## src/rtl/regfile_scoreboard.sv

```systemverilog
// Register file with two read ports, one write port, optional write bypass
// and a per-register busy scoreboard for in-flight destination registers.
module regfile_scoreboard #(
    parameter int unsigned DATA_W   = 32,
    parameter int unsigned ADDR_W   = 4,
    parameter int unsigned ZERO_REG = 1,
    parameter int unsigned BYPASS   = 1
) (
    input  logic              clk,
    input  logic              rst,
    input  logic [ADDR_W-1:0] rd_addr_a,
    input  logic [ADDR_W-1:0] rd_addr_b,
    output logic [DATA_W-1:0] rd_data_a,
    output logic [DATA_W-1:0] rd_data_b,
    output logic              rd_busy_a,
    output logic              rd_busy_b,
    input  logic              wen,
    input  logic [ADDR_W-1:0] wr_addr,
    input  logic [DATA_W-1:0] wr_data,
    input  logic              rsv_en,
    input  logic [ADDR_W-1:0] rsv_addr,
    output logic              rsv_ok,
    input  logic              flush,
    output logic [ADDR_W:0]   busy_cnt
);

    localparam int unsigned DEPTH = 1 << ADDR_W;

    logic [DATA_W-1:0] mem_q [DEPTH];
    logic [DEPTH-1:0]  busy_q, busy_d;
    logic [ADDR_W:0]   cnt_q, cnt_d;

    logic wr_zero, rsv_zero;
    logic wr_eff, rsv_set, cnt_inc, cnt_dec;

    assign wr_zero  = (ZERO_REG != 0) && (wr_addr == '0);
    assign rsv_zero = (ZERO_REG != 0) && (rsv_addr == '0);

    // Acceptance looks at the pre-edge busy bit, so a same-cycle write
    // to rsv_addr cannot unblock a reservation.
    assign rsv_ok  = rsv_en & ~rst & ~flush & ~busy_q[rsv_addr];
    assign rsv_set = rsv_ok & ~rsv_zero;
    assign wr_eff  = wen & ~wr_zero;

    assign cnt_inc = rsv_set;
    assign cnt_dec = wr_eff & busy_q[wr_addr]
                   & ~(rsv_set && (rsv_addr == wr_addr));

    always_comb begin
        busy_d = busy_q;
        cnt_d  = cnt_q;
        if (flush) begin
            busy_d = '0;
            cnt_d  = '0;
        end else begin
            if (wr_eff) busy_d[wr_addr] = 1'b0;
            if (rsv_set) busy_d[rsv_addr] = 1'b1;
            cnt_d = cnt_q + (ADDR_W+1)'(cnt_inc) - (ADDR_W+1)'(cnt_dec);
        end
    end

    always_ff @(posedge clk) begin
        if (rst) begin
            for (int i = 0; i < DEPTH; i++) mem_q[i] <= '0;
            busy_q <= '0;
            cnt_q  <= '0;
        end else begin
            if (wr_eff) mem_q[wr_addr] <= wr_data;
            busy_q <= busy_d;
            cnt_q  <= cnt_d;
        end
    end

    assign busy_cnt = cnt_q;

    always_comb begin
        rd_data_a = mem_q[rd_addr_a];
        rd_busy_a = busy_q[rd_addr_a];
        if ((BYPASS != 0) && wen && (wr_addr == rd_addr_a)) begin
            rd_data_a = wr_data;
            rd_busy_a = 1'b0;
        end
        if ((ZERO_REG != 0) && (rd_addr_a == '0)) begin
            rd_data_a = '0;
            rd_busy_a = 1'b0;
        end
    end

    always_comb begin
        rd_data_b = mem_q[rd_addr_b];
        rd_busy_b = busy_q[rd_addr_b];
        if ((BYPASS != 0) && wen && (wr_addr == rd_addr_b)) begin
            rd_data_b = wr_data;
            rd_busy_b = 1'b0;
        end
        if ((ZERO_REG != 0) && (rd_addr_b == '0)) begin
            rd_data_b = '0;
            rd_busy_b = 1'b0;
        end
    end

endmodule

```

## config.mk

```make
export PLATFORM = sky130hd
export DESIGN_NAME = regfile_scoreboard
export DESIGN_NICKNAME = d
export VERILOG_FILES = /design/src/rtl/regfile_scoreboard.sv
export SDC_FILE = /design/constraint.sdc
export NUM_CORES = 1
export LEC_CHECK = 0
export BUFFER_PORTS_ARGS = -buffer_cell sky130_fd_sc_hd__buf_2
export CORE_MARGIN = 5
export CORE_UTILIZATION = 35
export CTS_CLUSTER_DIAMETER = 150
export DETAILED_ROUTE_END_ITERATION = 8
export HOLD_SLACK_MARGIN = 0.03
export PLACE_DENSITY = 0.53
export SLEW_MARGIN = 20
export SYNTH_ARGS = -nofsm -noshare
export SYNTH_HDL_FRONTEND = slang
export SYNTH_SLANG_ARGS = --single-unit
```

## constraint.sdc

```tcl
create_clock -name clk -period 6.32 [get_ports clk]
set_input_delay 1.264 -clock clk [delete_from_list [all_inputs] [get_ports clk]]
set_output_delay 1.264 -clock clk [all_outputs]
set_load 0.02 [all_outputs]
```

==> results of run 1 <==
cell families after synthesis:
family | count (synthesis) | share of synthesized area, %
other cells | 1 | 0.0131
mux | 281 | 21.6
simple gates | 655 | 13.2
flops | 533 | 55.0
xor+xnor | 10 | 0.305
compound gates | 238 | 6.32
fa+ha+maj | 6 | 0.287
buf+inv | 207 | 3.34
registers in the layout, summed over array words and instances, names as in the netlist:
register,count
busy_cnt,5
busy_q,16
mem_q,512
layout by cell type, fill, tap and decap left out, drive strengths merged, types with 2 or more instances in the layout:
cell,count
diode,2
a22oi,132
clkinvlp,2
clkbuf,78
a21o,2
nor2b,8
nand4,2
inv,11
a211oi,2
mux2,3
clkinv,21
edfxtp,512
and2,488
or3,2
a22o,64
bufinv,8
o21ai,10
conb,32
nor3,7
nor2,35
xnor2,8
ha,5
buf,187
nand2,89
nand3,5
mux2i,7
o21bai,7
a21oi,15
o211a,2
mux4,271
nor4,2
xor2,2
or2,2
nand2b,11
dfxtp,21
final timing paths:
| check | startpoint | to | slack, ps |
|---|---|---|---|
| hold / removal | busy_q[8]$_SDFF_PP0_ | busy_q[8]$_SDFF_PP0_ | 530 |
| hold reg to reg | busy_q[8]$_SDFF_PP0_ | busy_q[8]$_SDFF_PP0_ | 530 |
| setup reg to reg | busy_q[15]$_SDFF_PP0_ | busy_cnt[4]$_SDFF_PP0_ | 3160 |
| setup / recovery | rd_addr_a[1] | rd_data_a[21] | 1260 |
per-layer routing:
layer  vias to the layer above  track usage (%)  routed length [µm]
met1                      9636             28.7               38900
li1                       7629                -                   -
met5                         -                0                   0
met2                       777             37.0               47700
met3                       175             3.49                6470
met4                         0             6.53                3010
worst max-delay path, cell delays in order:
cell	delay (ps)
buf_8	330
xnor2_1	190
nand4_1	220
o21ai_0	170
a21oi_4	750
buf_4	380
a22o_1	250
buf_2	200
area by class of cell:
class                   count  area [µm²]
clock inverters            33         388
fillers                  7548       49000
inverters                   9        33.8
well taps                1070        1340
repair buffers            187        1190
multi-input cells        1222       12400
flip-flops and latches    533       15800
clock buffers              78        1590
diodes                      2        5.00
power groups by stage:
stage               logic [mW]  registers [mW]  clock network (mW)
detailed placement        1.19            4.25                   0
global route              1.25            4.20                3.79
global placement          1.19            4.23                   0
CTS                       1.20            4.18                3.64
floorplan                0.777            4.22                   0
finish                    1.19            4.18                3.60
synth_stat cells (2+ instances only):
cell	count
nor2b_1	8
mux2i_1	7
mux2_2	3
buf_4	5
ha_1	5
a22oi_1	132
nor4_1	2
nor2_1	35
xor2_1	2
o211a_1	2
a21oi_1	14
or2_2	2
a211oi_1	2
nand3_1	5
clkbuf_1	136
xnor2_1	8
a21o_1	2
a22o_1	64
buf_2	33
inv_1	9
dfxtp_1	21
or3_1	2
buf_1	7
o21bai_1	7
edfxtp_1	512
nand2_1	89
nand4_1	2
o21ai_0	10
and2_0	2
buf_6	16
and2_1	486
nand2b_1	11
nor3_1	7
mux4_2	271
stage by stage:
stage               setup slack [ps]  utilization (%)  hold slack [ps]  cells  power (mW)
floorplan                       2250                -              459   1962        4.99
global placement                1250             37.6              509   3021        5.42
detailed placement              1230             37.6              515   3021        5.45
CTS                             1230             40.0              523   3132        9.01
global route                    1170             40.0              549   3132        9.25
finish                          1260             40.0              526   3134        8.96
==> metrics.yaml, run 1 <==
logic_synthesis:
  synth_top_area_cell: "edfxtp_1"
  ys.flop_type: "edfxtp_1"
  synth_area_um2: 28700
  postSynthAreaPerCell_um2: 14.9
  yosysSeqAreaShare_pct: 55.0
  ys_types: 46
  yosys_warnings: 0
  ys_seq_elements: 533
  synthCells: 1931
  synth_area_leaders: "edfxtp_1 (54%), mux4_2 (21%), and2_1 (11%)"
  async_reset_ff_share_pct: 0
  synth_top_area_share_pct: 53.5
  synth_edf_count: 512
timing:
  final_hold_viol_count: 0
  rsz0062_at_grt: "no"
  slew_headroom_pct: 30.7
  min_period_ps: 5060
  slew_violations: 0
  fin_skew_ps: 4.84
  max_clock_freq_ghz: 0.198
  min_period_over_period_pct: 80.0
  setup_viol: 0
  final.setup.tns_ps: 0
  tightest_slew_ps: 1040
pwr:
  worst_ir_drop_vdd_v: 0.000202
  p_switching_mw: 2.29
  p_leak_nw: 11.5
  powerDensity_nw_per_um2: 274
  comb_power_share_pct: 13.3
  p_clk_share_pct: 40.1
  p_int_mw: 6.67
  netSwitchingFraction_pct: 25.6
  p_seq_share_pct: 46.6
floorplanning:
  dieArea_um2: 87900
  rows: 105
  dieHeight_um: 297
  die_w_um: 297
  start_util_pct: 35.2
  core-area_um2: 81700
  num_io_pins: 125
global_route:
  grt_first_pass_wirelength_mm: 137
  grt.total_usage_pct: 21.7
  grt_overflow: 0
  grt_max_degree: 72
  antenna_found_initial: 8
  grt_pass1_vias: 19000
drt:
  vias: 18200
  drtAntennaViolNets: 0
  drt-initial-drc-count: 2004
  drc: 0
  first_pass_iters: 5
  wl_per_cell_um: 30.7
  viasPerCell: 5.81
  routed_wl_mm: 96.1
hold_path:
  hold_class: "reg -> reg"
  hold_depth: 2
place:
  gp_congestion: 0.781
  dp_hpwl_mm: 56.4
  io_buffers: 124
  placed_cell_area_um2: 30700
worst_setup_path:
  cp-start-kind: "input port"
  rr_worst_depth: 11
  cp.arrival_ps: 3790
  crit_fanout: 31
  required_ps: 5060
  critical_path_class: "in -> out"
  worstSetupEndpointType: "output port"
clock_tree:
  insertion_delay_ps: 640
  cts_resized: 0
  cts-hold-fix-buffers: 0
  numClockSinks: 533
  htreeDepth: 2
  clk_pin_slew_ps: 60
  cts_tree: "built"
  clk_path_buf_depth: 3
  post_cts_buffers: 0
  cts-buffers-inserted: 60
  root_buffer: "clkbuf_16"
run:
  max_cap_viol_count: 0
final_layout:
  layout-drive-gt1-share_pct: 28.4
  final_nets: 2072
  final_design_area_no_fill_um2: 32700
  area_growth_pct: 13.9
outcome:
  status: "finished, final reports clean"
(Power assumes the default switching activity.)
==> run 2, diff against run 1 <==
==> constraint.sdc (replaced) <==
create_clock -name clk -period 5.05 [get_ports clk]
set_input_delay 1.01 -clock clk [delete_from_list [all_inputs] [get_ports clk]]
set_output_delay 1.01 -clock clk [all_outputs]
set_load 0.02 [all_outputs]
==> metrics.yaml, run 2 (synthesis gave the netlist of run 1 again) <==
worst_setup_path:
  cp-start-kind: "input port"
  critical_path_class: "in -> out"
  path_cells: "buf_2 -> inv_1 -> nor2_4 -> buf_4 -> a22oi_1 -> nand2_1 -> a22o_1 -> buf_2"
  crit_fanout: 15
  critPathMaxStageDelay_ps: 670
  cp.arrival_ps: 3270
  cpMaxStageDelayCell: "nor2_4"
  required_ps: 4040
  critPathBufInv: 4
  worstSetupEndpointType: "output port"
  cp_top_family: "buffers and inverters"
  cpMostUsedCell: "buf_2"
hold_path:
  hold_class: "reg -> reg"
drt:
  drtAntennaViolNets: 0
  wl_per_cell_um: 30.5
  first_pass_iters: 5
  vias: 18000
  routed_wl_mm: 95.7
  drc: 0
  drt-initial-drc-count: 1571
  viasPerCell: 5.75
timing:
  max_clock_freq_ghz: 0.234
  final_hold_viol_count: 0
  whs_ps: 542
  setup_viol: 0
  min_period_ps: 4280
  slew_violations: 0
  rsz0062_at_grt: "no"
  setup_ws_ps: 769
  tightest_slew_ps: 1150
  fin_skew_ps: 12.4
  min_period_over_period_pct: 84.8
  slew_headroom_pct: 22.9
  final.setup.tns_ps: 0
pwr:
  p_leak_nw: 11.5
  worst_ir_drop_vdd_v: 0.000280
  finalPower_mw: 10.9
  p_switching_mw: 2.81
  comb_power_share_pct: 13.7
  p_seq_share_pct: 48.0
  p_clk_share_pct: 38.3
  netSwitchingFraction_pct: 25.8
  p_int_mw: 8.08
  powerDensity_nw_per_um2: 333
floorplanning:
  core-area_um2: 81700
  start_util_pct: 35.2
  dieArea_um2: 87900
  dieHeight_um: 297
  num_io_pins: 125
  die_w_um: 297
  rows: 105
clock_tree:
  clk_pin_slew_ps: 60
  cts_resized: 0
  root_buffer: "clkbuf_16"
  cts_tree: "built"
  cts-buffers-inserted: 59
  clk_path_buf_depth: 3
  numClockSinks: 533
  htreeDepth: 2
  post_cts_buffers: 0
  cts-hold-fix-buffers: 0
  insertion_delay_ps: 630
global_route:
  grt_pass1_vias: 19100
  antenna_found_initial: 5
  grt_overflow: 0
  grt_first_pass_wirelength_mm: 136
  grt.total_usage_pct: 21.6
  grt_max_degree: 70
place:
  dpl.cell_count: 3029
  post-place-ws_ps: 785
  placed_cell_area_um2: 30900
  io_buffers: 124
  dp_hpwl_mm: 56.8
  gp_congestion: 0.803
final_layout:
  stdcell_count: 3137
  fillCellCount: 7573
  largest-register: "mem_q"
  final_nets: 2079
  largest_reg_flops: 512
  layout-drive-gt1-share_pct: 28.6
  layout_common_cells: "edfxtp_1 (512), and2_1 (486), mux4_2 (271), a22oi_1 (132), buf_2 (120)"
  area_growth_pct: 13.9
  final_util_pct: 40.1
  layout_commonest_cell: "edfxtp_1"
  final_design_area_no_fill_um2: 32700
run:
  max_cap_viol_count: 0
outcome:
  status: "finished, final reports clean"
[run 2: cell count changes in the layout (fill, tap and decap cells not counted), sizes merged]
cell,change
clkinv,+4
diode,+3
inv,-1
clkbuf,-5
bufinv,-5
buf,+8
clkinvlp,-1
[run 2: worst paths after layout]
kind / cells after the start / slack (ps) / endpoint / from
worst max register to register: 11 / 1900 / busy_cnt[4]$_SDFF_PP0_ / busy_q[12]$_SDFF_PP0_
worst min-delay path: 2 / 540 / busy_q[11]$_SDFF_PP0_ / busy_q[11]$_SDFF_PP0_
worst min register to register: 2 / 540 / busy_q[11]$_SDFF_PP0_ / busy_q[11]$_SDFF_PP0_
worst max-delay path: 8 / 770 / rd_data_a[1] / rd_addr_a[0]
[run 2: worst min-delay path: cells and delay by family (launching register included)]
kind / cells / cell delay, ps
flops: 1 / 350
compound gates: 2 / 150
[run 2: power by group through the flow]
stage	combinational, mW	clock [mW]	sequential, mW
after floorplan	0.972	0	5.28
after global placement	1.50	0	5.30
after global routing	1.59	4.41	5.26
after detailed placement	1.50	0	5.32
final	1.50	4.17	5.23
after CTS	1.51	4.25	5.23
[run 2: cell type report]
cell class	count	area, µm²	area share [%]
diodes	5	12.5	0.0382
multi-input cells	1222	12400	37.9
well taps	1070	1340	4.09
inverters	9	33.8	0.103
clock buffers	73	1580	4.83
clock inverters	30	224	0.684
flip-flops and latches	533	15800	48.3
repair buffers	195	1350	4.12
[run 2: layer usage]
layer	up-vias	global-route usage, %	wire length [µm]
met3	138	4.50	7730
li1	7648	-	-
met4	0	5.79	2580
met1	9468	28.2	38100
met5	-	0	0
met2	789	37.0	47300
